===== config.mk =====
export PLATFORM = sky130hd
export DESIGN_NAME = unified_mem_arbiter
export DESIGN_NICKNAME = d
export VERILOG_FILES = /design/src/rtl/unified_mem_arbiter.sv
export SDC_FILE = /design/constraint.sdc
export NUM_CORES = 1
export LEC_CHECK = 0
export CAP_MARGIN = 5
export CORE_AREA = 2 2 194 196
export DETAILED_ROUTE_END_ITERATION = 16
export DIE_AREA = 0 0 196 198
export DONT_BUFFER_PORTS = 1
export PLACE_DENSITY = 0.45
export SLEW_MARGIN = 30
export SYNTH_ARGS = -nofsm -noshare
export SYNTH_HDL_FRONTEND = slang
export SYNTH_SLANG_ARGS = --single-unit

===== constraint.sdc =====
create_clock -name clk -period 2.73 [get_ports clk]
set_clock_uncertainty 0.15 [all_clocks]
set_input_delay 0.273 -clock clk [delete_from_list [all_inputs] [get_ports clk]]
set_output_delay 0.273 -clock clk [all_outputs]
set_load 0.01 [all_outputs]

===== src/rtl/unified_mem_arbiter.sv =====
// unified_mem_arbiter
//   Shares one single-ported, fixed-latency unified memory between the
//   instruction-fetch (IF) and data-memory (MEM) stages of a 5-stage RISC-V
//   pipeline. The arbiter grants one access at a time and round-robins under
//   contention. It times each access with a down-counter and returns read
//   data through one-cycle ready pulses. It also drives the pipeline stall
//   signals.
//
// Parameters
//   ADDR_W   address width
//   DATA_W   memory data width (one doubleword, at least 64)
//   MEM_LAT  memory access latency in cycles, legal range 1..15
//
// Ports
//   clk, reset                    clock (rising edge), async active-low reset
//   if_req/if_addr/if_flush       fetch request, byte address, branch flush
//   if_ready/if_rdata             fetch completion pulse, 32-bit instruction
//   dm_req/dm_we/dm_addr/
//   dm_wdata/dm_funct3            data request, store flag, address, data, size
//   dm_ready/dm_rdata             data completion pulse, load data
//   mem_en/mem_we/mem_addr/
//   mem_wdata/mem_funct3          registered memory command, stable per access
//   mem_rdata                     memory read data, valid when cnt reaches 0
//   stall_if, stall_mem           combinational pipeline freeze requests
module unified_mem_arbiter #(
  parameter int unsigned ADDR_W  = 64,
  parameter int unsigned DATA_W  = 64,
  parameter int unsigned MEM_LAT = 2
) (
  input  logic              clk,
  input  logic              reset,

  input  logic              if_req,
  input  logic [ADDR_W-1:0] if_addr,
  input  logic              if_flush,
  output logic              if_ready,
  output logic [31:0]       if_rdata,

  input  logic              dm_req,
  input  logic              dm_we,
  input  logic [ADDR_W-1:0] dm_addr,
  input  logic [DATA_W-1:0] dm_wdata,
  input  logic [2:0]        dm_funct3,
  output logic              dm_ready,
  output logic [DATA_W-1:0] dm_rdata,

  output logic              mem_en,
  output logic              mem_we,
  output logic [ADDR_W-1:0] mem_addr,
  output logic [DATA_W-1:0] mem_wdata,
  output logic [2:0]        mem_funct3,
  input  logic [DATA_W-1:0] mem_rdata,

  output logic              stall_if,
  output logic              stall_mem
);

  typedef enum logic [1:0] {
    IDLE  = 2'd0,
    FETCH = 2'd1,
    DATA  = 2'd2
  } state_t;

  typedef enum logic {
    GRANT_IF = 1'b0,
    GRANT_DM = 1'b1
  } grant_t;

  localparam int unsigned   CNT_W    = 4;
  localparam logic [CNT_W-1:0] CNT_INIT = CNT_W'(MEM_LAT - 1);
  localparam logic [2:0]    FUNCT3_W = 3'b010;  // 32-bit instruction word

  state_t            state;
  grant_t            last_grant;
  logic [CNT_W-1:0]  cnt;
  logic              cancel;

  logic              if_elig;
  logic              dm_elig;
  logic              pick_dm;
  logic              pick_if;
  logic              fetch_drop;
  logic [31:0]       fetch_word;

  // A port that is in its own ready cycle has just been served and must
  // not be granted again.
  always_comb begin
    if_elig = if_req & ~if_ready;
    dm_elig = dm_req & ~dm_ready;
    pick_dm = dm_elig & (~if_elig | (last_grant == GRANT_IF));
    pick_if = if_elig & ~pick_dm;
  end

  // A flush that arrives on the completion edge itself also discards the
  // fetch, because the instruction is stale either way.
  always_comb begin
    fetch_drop = cancel | if_flush;
    fetch_word = mem_addr[2] ? mem_rdata[63:32] : mem_rdata[31:0];
  end

  always_comb begin
    stall_if  = if_req & ~if_ready;
    stall_mem = dm_req & ~dm_ready;
  end

  always_ff @(posedge clk or negedge reset) begin
    if (!reset) begin
      state      <= IDLE;
      last_grant <= GRANT_IF;
      cnt        <= '0;
      cancel     <= 1'b0;
      mem_en     <= 1'b0;
      mem_we     <= 1'b0;
      mem_addr   <= '0;
      mem_wdata  <= '0;
      mem_funct3 <= '0;
      if_ready   <= 1'b0;
      dm_ready   <= 1'b0;
      if_rdata   <= '0;
      dm_rdata   <= '0;
    end else begin
      if_ready <= 1'b0;
      dm_ready <= 1'b0;

      case (state)
        IDLE: begin
          if (pick_dm) begin
            state      <= DATA;
            mem_en     <= 1'b1;
            mem_we     <= dm_we;
            mem_addr   <= dm_addr;
            mem_wdata  <= dm_wdata;
            mem_funct3 <= dm_funct3;
            cnt        <= CNT_INIT;
            last_grant <= GRANT_DM;
          end else if (pick_if) begin
            state      <= FETCH;
            mem_en     <= 1'b1;
            mem_we     <= 1'b0;
            mem_addr   <= if_addr;
            mem_funct3 <= FUNCT3_W;
            cnt        <= CNT_INIT;
            last_grant <= GRANT_IF;
          end
        end

        FETCH: begin
          if (if_flush) begin
            cancel <= 1'b1;
          end
          if (cnt == '0) begin
            state  <= IDLE;
            mem_en <= 1'b0;
            mem_we <= 1'b0;
            cancel <= 1'b0;
            if (!fetch_drop) begin
              if_ready <= 1'b1;
              if_rdata <= fetch_word;
            end
          end else begin
            cnt <= cnt - 1'b1;
          end
        end

        DATA: begin
          if (cnt == '0) begin
            state    <= IDLE;
            mem_en   <= 1'b0;
            mem_we   <= 1'b0;
            dm_ready <= 1'b1;
            if (!mem_we) begin
              dm_rdata <= mem_rdata;
            end
          end else begin
            cnt <= cnt - 1'b1;
          end
        end

        default: begin
          state  <= IDLE;
          mem_en <= 1'b0;
          mem_we <= 1'b0;
        end
      endcase
    end
  end

endmodule


==> report_table.html <==
<table>
<tr><th>Metric</th><th>Value</th></tr>
<tr><th colspan="2">Clock tree</th></tr>
<tr><td>Sink count of the clock tree</td><td>around 240</td></tr>
<tr><td>Max Buffers Root-to-Sink</td><td>3</td></tr>
<tr><td>CTS tree</td><td>done</td></tr>
<tr><td>H-tree Lvls</td><td>1</td></tr>
<tr><td>Clock Latency Late Sink</td><td>roughly 0.55 ns</td></tr>
<tr><td>Number of buffers inserted by hold repair at cts</td><td>261</td></tr>
<tr><td>Cell at the root of the clock tree</td><td>sky130_fd_sc_hd__clkbuf_16</td></tr>
<tr><td>CTS clock-pin slew for the worst setup and hold paths</td><td>roughly 0.06 ns</td></tr>
<tr><td>Clock buffers created by TritonCTS</td><td>28</td></tr>
<tr><th colspan="2">Logic synthesis</th></tr>
<tr><td>Async set or reset register ratio after synthesis</td><td>1.000</td></tr>
<tr><td>Prevailing post-synth register cell</td><td>sky130_fd_sc_hd__dfrtp_1</td></tr>
<tr><td>Library cell occupying the most area in the post-synthesis netlist</td><td>sky130_fd_sc_hd__dfrtp_1</td></tr>
<tr><td>Cell area after technology mapping</td><td>around 10000 um2</td></tr>
<tr><td>Mean instance size in the synthesized netlist</td><td>11.86 um2</td></tr>
<tr><td>Number of warnings issued by yosys</td><td>0</td></tr>
<tr><td>Number of storage elements in the synthesis netlist</td><td>239</td></tr>
<tr><td>Synthesized net count</td><td>1096</td></tr>
<tr><td>Ranking of synthesized cells by area</td><td>sky130_fd_sc_hd__dfrtp_1, sky130_fd_sc_hd__mux2_2, sky130_fd_sc_hd__a21oi_1, sky130_fd_sc_hd__nor2_1, sky130_fd_sc_hd__mux2i_1</td></tr>
<tr><td>Number of enable-type register cells in the synthesized netlist</td><td>0</td></tr>
<tr><td>Library cells used by synthesis</td><td>36</td></tr>
<tr><td>Share of Yosys cell area claimed by the top area cell type</td><td>0.6098</td></tr>
<tr><td>Part of the Yosys area used for sequential elements</td><td>0.6098</td></tr>
<tr><td>Synthesized instance count</td><td>~830</td></tr>
<tr><th colspan="2">Floorplan</th></tr>
<tr><td>Effective utilization at floorplan</td><td>0.2654</td></tr>
<tr><td>Number of primary I/O pins</td><td>498</td></tr>
<tr><td>Placeable core region</td><td>36960 um2</td></tr>
<tr><td>Width of the die</td><td>196 um</td></tr>
<tr><td>Die outline area</td><td>38810 um2</td></tr>
<tr><td>Site Rows</td><td>71</td></tr>
<tr><td>Die Span Y</td><td>198 um</td></tr>
<tr><th colspan="2">Route</th></tr>
<tr><td>Final routed DRC violation total</td><td>0</td></tr>
<tr><td>Via-to-Cell Ratio</td><td>4.699</td></tr>
<tr><td>Number of nets with antenna violations after routing</td><td>0</td></tr>
<tr><td>Drt wl/cell</td><td>a little under 20 um</td></tr>
<tr><td>Via count</td><td>7467</td></tr>
<tr><td>Wire length reported by the detailed router</td><td>31020 um</td></tr>
<tr><td>Detailed Route Iter0 Violations</td><td>just over 300</td></tr>
<tr><td>Number of iterations in the first detailed-routing pass</td><td>4</td></tr>
<tr><th colspan="2">Worst setup path</th></tr>
<tr><td>Launch point of the critical path</td><td>state[1]</td></tr>
<tr><td>Critical Path Fanout Max</td><td>9</td></tr>
<tr><td>Largest stage delay on the critical path</td><td>about 0.6 ns</td></tr>
<tr><td>Worst setup path category</td><td>flip-flop to flip-flop</td></tr>
<tr><td>Required time of the worst setup path</td><td>3.05 ns</td></tr>
<tr><td>Data arrival time of the critical path</td><td>2.84 ns</td></tr>
<tr><td>Crit-path leading delay family</td><td>buffers and inverters</td></tr>
<tr><td>Startpoint of the worst register-to-register path</td><td>state[1]</td></tr>
<tr><td>Worst Setup Start Kind</td><td>flip-flop</td></tr>
<tr><td>Worst path slowest cell</td><td>sky130_fd_sc_hd__dlygate4sd3_1</td></tr>
<tr><td>Crit path buffers/inverters</td><td>4</td></tr>
<tr><td>Critical Path Sink Type</td><td>flip-flop</td></tr>
<tr><td>Sequence of cells on the critical path</td><td>inv_1, ha_1, a21boi_4, buf_12, buf_4, nor2_1, a21oi_1, dlygate4sd3_1</td></tr>
<tr><th colspan="2">GRT</th></tr>
<tr><td>First-pass GRT wire length</td><td>about 46000 um</td></tr>
<tr><td>Total track usage</td><td>0.1498</td></tr>
<tr><td>Total grt overflow</td><td>0</td></tr>
<tr><td>Vias in the first global route</td><td>7857</td></tr>
<tr><td>Largest net degree at the start of global routing</td><td>240</td></tr>
<tr><td>Number of antenna violations at the first check in global routing</td><td>1</td></tr>
<tr><th colspan="2">Final layout</th></tr>
<tr><td>Syn-to-layout area delta</td><td>43.60%</td></tr>
<tr><td>Commonest non-fill, non-tap cell in the layout</td><td>sky130_fd_sc_hd__dlygate4sd3_1</td></tr>
<tr><td>Filler instances</td><td>3506</td></tr>
<tr><td>Layout cells sized above 1</td><td>0.1921</td></tr>
<tr><td>Most frequent cells in the layout</td><td>sky130_fd_sc_hd__dlygate4sd3_1, sky130_fd_sc_hd__dfrtp_1, sky130_fd_sc_hd__a21oi_1, sky130_fd_sc_hd__mux2_2, sky130_fd_sc_hd__nor2_1</td></tr>
<tr><td>Net count of the finished layout</td><td>1361</td></tr>
<tr><th colspan="2">Run status</th></tr>
<tr><td>Violated checks</td><td>hold timing</td></tr>
<tr><td>Outcome</td><td>finished with violations</td></tr>
<tr><th colspan="2">Timing</th></tr>
<tr><td>Relative slew slack</td><td>0.6449</td></tr>
<tr><td>Final worst-path cycle share</td><td>0.9245</td></tr>
<tr><td>Hold Worst Slack</td><td>-0.7381 ns</td></tr>
<tr><td>Unrepaired setup endpoints after global routing</td><td>false</td></tr>
<tr><td>Count of final max-slew check failures</td><td>0</td></tr>
<tr><td>Highest clock rate</td><td>396.2 MHz</td></tr>
<tr><td>Slew at the pin closest to its max-slew limit</td><td>0.5271 ns</td></tr>
<tr><td>Hold Fails Final Rpt</td><td>240</td></tr>
<tr><td>Count of endpoints failing setup in the final report</td><td>0</td></tr>
<tr><td>Post-layout minimum cycle time</td><td>2.524 ns</td></tr>
<tr><td>Sum Neg Setup Slack</td><td>0 ns</td></tr>
<tr><th colspan="2">Pwr</th></tr>
<tr><td>Power per cell area</td><td>1134 nW/um2</td></tr>
<tr><td>Leakage</td><td>6.062 nW</td></tr>
<tr><td>Maximum vdd ir drop</td><td>605.6 uV</td></tr>
<tr><th colspan="2">Place</th></tr>
<tr><td>Count of port buffers added during placement</td><td>0</td></tr>
<tr><td>Placed wire-length estimate</td><td>20320 um</td></tr>
<tr><td>RePlAce Congestion</td><td>between 0.7 and 0.8</td></tr>
<tr><th colspan="2">Run</th></tr>
<tr><td>Number of max-capacitance violations reported</td><td>0</td></tr>
<tr><th colspan="2">Worst hold path</th></tr>
<tr><td>Type of the most critical hold path</td><td>input port to asynchronous set/reset pin</td></tr>
</table>
-- worst paths after layout --
| kind | endpoint | slack [ns] | depth (start not counted) |
|---|---|---|---|
| min reg2reg | state[0] | 0.38 | 1 |
| min in group clk | cnt[0] | -0.03 | 3 |
| max in group asynchronous | mem_addr[38] | 2.82 | 0 |
| max reg2reg | mem_addr[43] | 0.21 | 8 |
| min | dm_rdata[57] | -0.74 | 0 |
| max | mem_addr[43] | 0.21 | 8 |
-- layer usage --
layer  vias to the layer above  wire length, um  GRT usage
li1                       3397                -          -
met1                      3679            12160     0.1779
met2                       332            15660     0.2622
met3                        59             2284    0.03730
met4                         0              916    0.05612
met5                         -                0          0
-- synth_stat cells, types with 2 or more instances --
master and count:
sky130_fd_sc_hd__buf_6 6, sky130_fd_sc_hd__a22o_1 4, sky130_fd_sc_hd__o2bb2ai_1 3, sky130_fd_sc_hd__inv_1 6
sky130_fd_sc_hd__nor2_1 97, sky130_fd_sc_hd__buf_4 2, sky130_fd_sc_hd__ha_1 4, sky130_fd_sc_hd__and3_1 2
sky130_fd_sc_hd__nand2_1 72, sky130_fd_sc_hd__clkbuf_1 21, sky130_fd_sc_hd__buf_1 2, sky130_fd_sc_hd__a32o_1 2
sky130_fd_sc_hd__nand3_1 2, sky130_fd_sc_hd__dfrtp_1 239, sky130_fd_sc_hd__nand2b_1 2, sky130_fd_sc_hd__o31ai_1 2
sky130_fd_sc_hd__a21oi_1 162, sky130_fd_sc_hd__o21ai_0 2, sky130_fd_sc_hd__buf_2 22, sky130_fd_sc_hd__mux2_2 128
sky130_fd_sc_hd__mux2i_1 32
-- per-stage QoR --
step / cell area (um2) / setup WS [ns] / total power, mW / utilization / std cells
2_1_floorplan: 9807 / 0.6972 / 10.13 / - / 827
3_3_place_gp: 10460 / 0.4701 / 11.58 / 0.2830 / 1270
3_5_place_dp: 10460 / 0.4494 / 11.67 / 0.2830 / 1270
4_1_cts: 14010 / 0.03386 / 15.98 / 0.3791 / 1583
5_1_grt: 14080 / 0.07901 / 16.91 / 0.3811 / 1589
6_report: 14080 / 0.2061 / 15.97 / 0.3811 / 1589
-- layout make-up --
class	count	area, um2	area share
timing repair buffer	288	2965	0.2106
clock inverter	13	133.9	0.009507
sequential	239	5982	0.4248
inverter	7	26.28	0.001866
clock buffer	39	802.0	0.05695
multi-input combinational	528	3577	0.2540
tap	474	593.1	0.04211
antenna	1	2.502	0.0001777
-- flip-flops by register name, summed over array words and instances (netlist names), 2 cells and up --
name,flops
cnt,4
mem_addr,64
state,2
dm_rdata,64
mem_funct3,3
mem_wdata,64
if_rdata,32
-- report_power, final --
| group | internal [mW] | switching (mW) |
|---|---|---|
| combinational | 2.47 | 2.04 |
| clock | 2.24 | 1.52 |
| sequential | 5.33 | 2.37 |
| total | 10.0 | 5.93 |
-- cell families (layout without fill, tap and decap cells) --
kind of cell	count (synthesis)	after routing	share of synthesized area
flip-flops	239	239	0.6098
AO/OA/AOI/OAI	182	182	0.09901
AND/OR/NAND/NOR	182	182	0.07527
multiplexers	160	160	0.1796
buffers and inverters	60	347	0.03113
adder cells (fa/ha/maj)	4	4	0.005104
other	0	1	0
-- timing repair --
item                                   in CTS  in global routing
buffers inserted                            0                  5
gates resized for setup                     0                  2
endpoints found under the hold margin     469                239
setup endpoints to repair                   0                 11
-- worst register-to-register path: stages, from the launching register on --
cell and delay [ns]:
sky130_fd_sc_hd__dfrtp_1 0.41, sky130_fd_sc_hd__inv_1 0.09, sky130_fd_sc_hd__ha_1 0.45, sky130_fd_sc_hd__a21boi_4 0.30, sky130_fd_sc_hd__buf_12 0.15, sky130_fd_sc_hd__buf_4 0.13, sky130_fd_sc_hd__nor2_1 0.04, sky130_fd_sc_hd__a21oi_1 0.14
sky130_fd_sc_hd__dlygate4sd3_1 0.59
(Power assumes the default switching activity.)
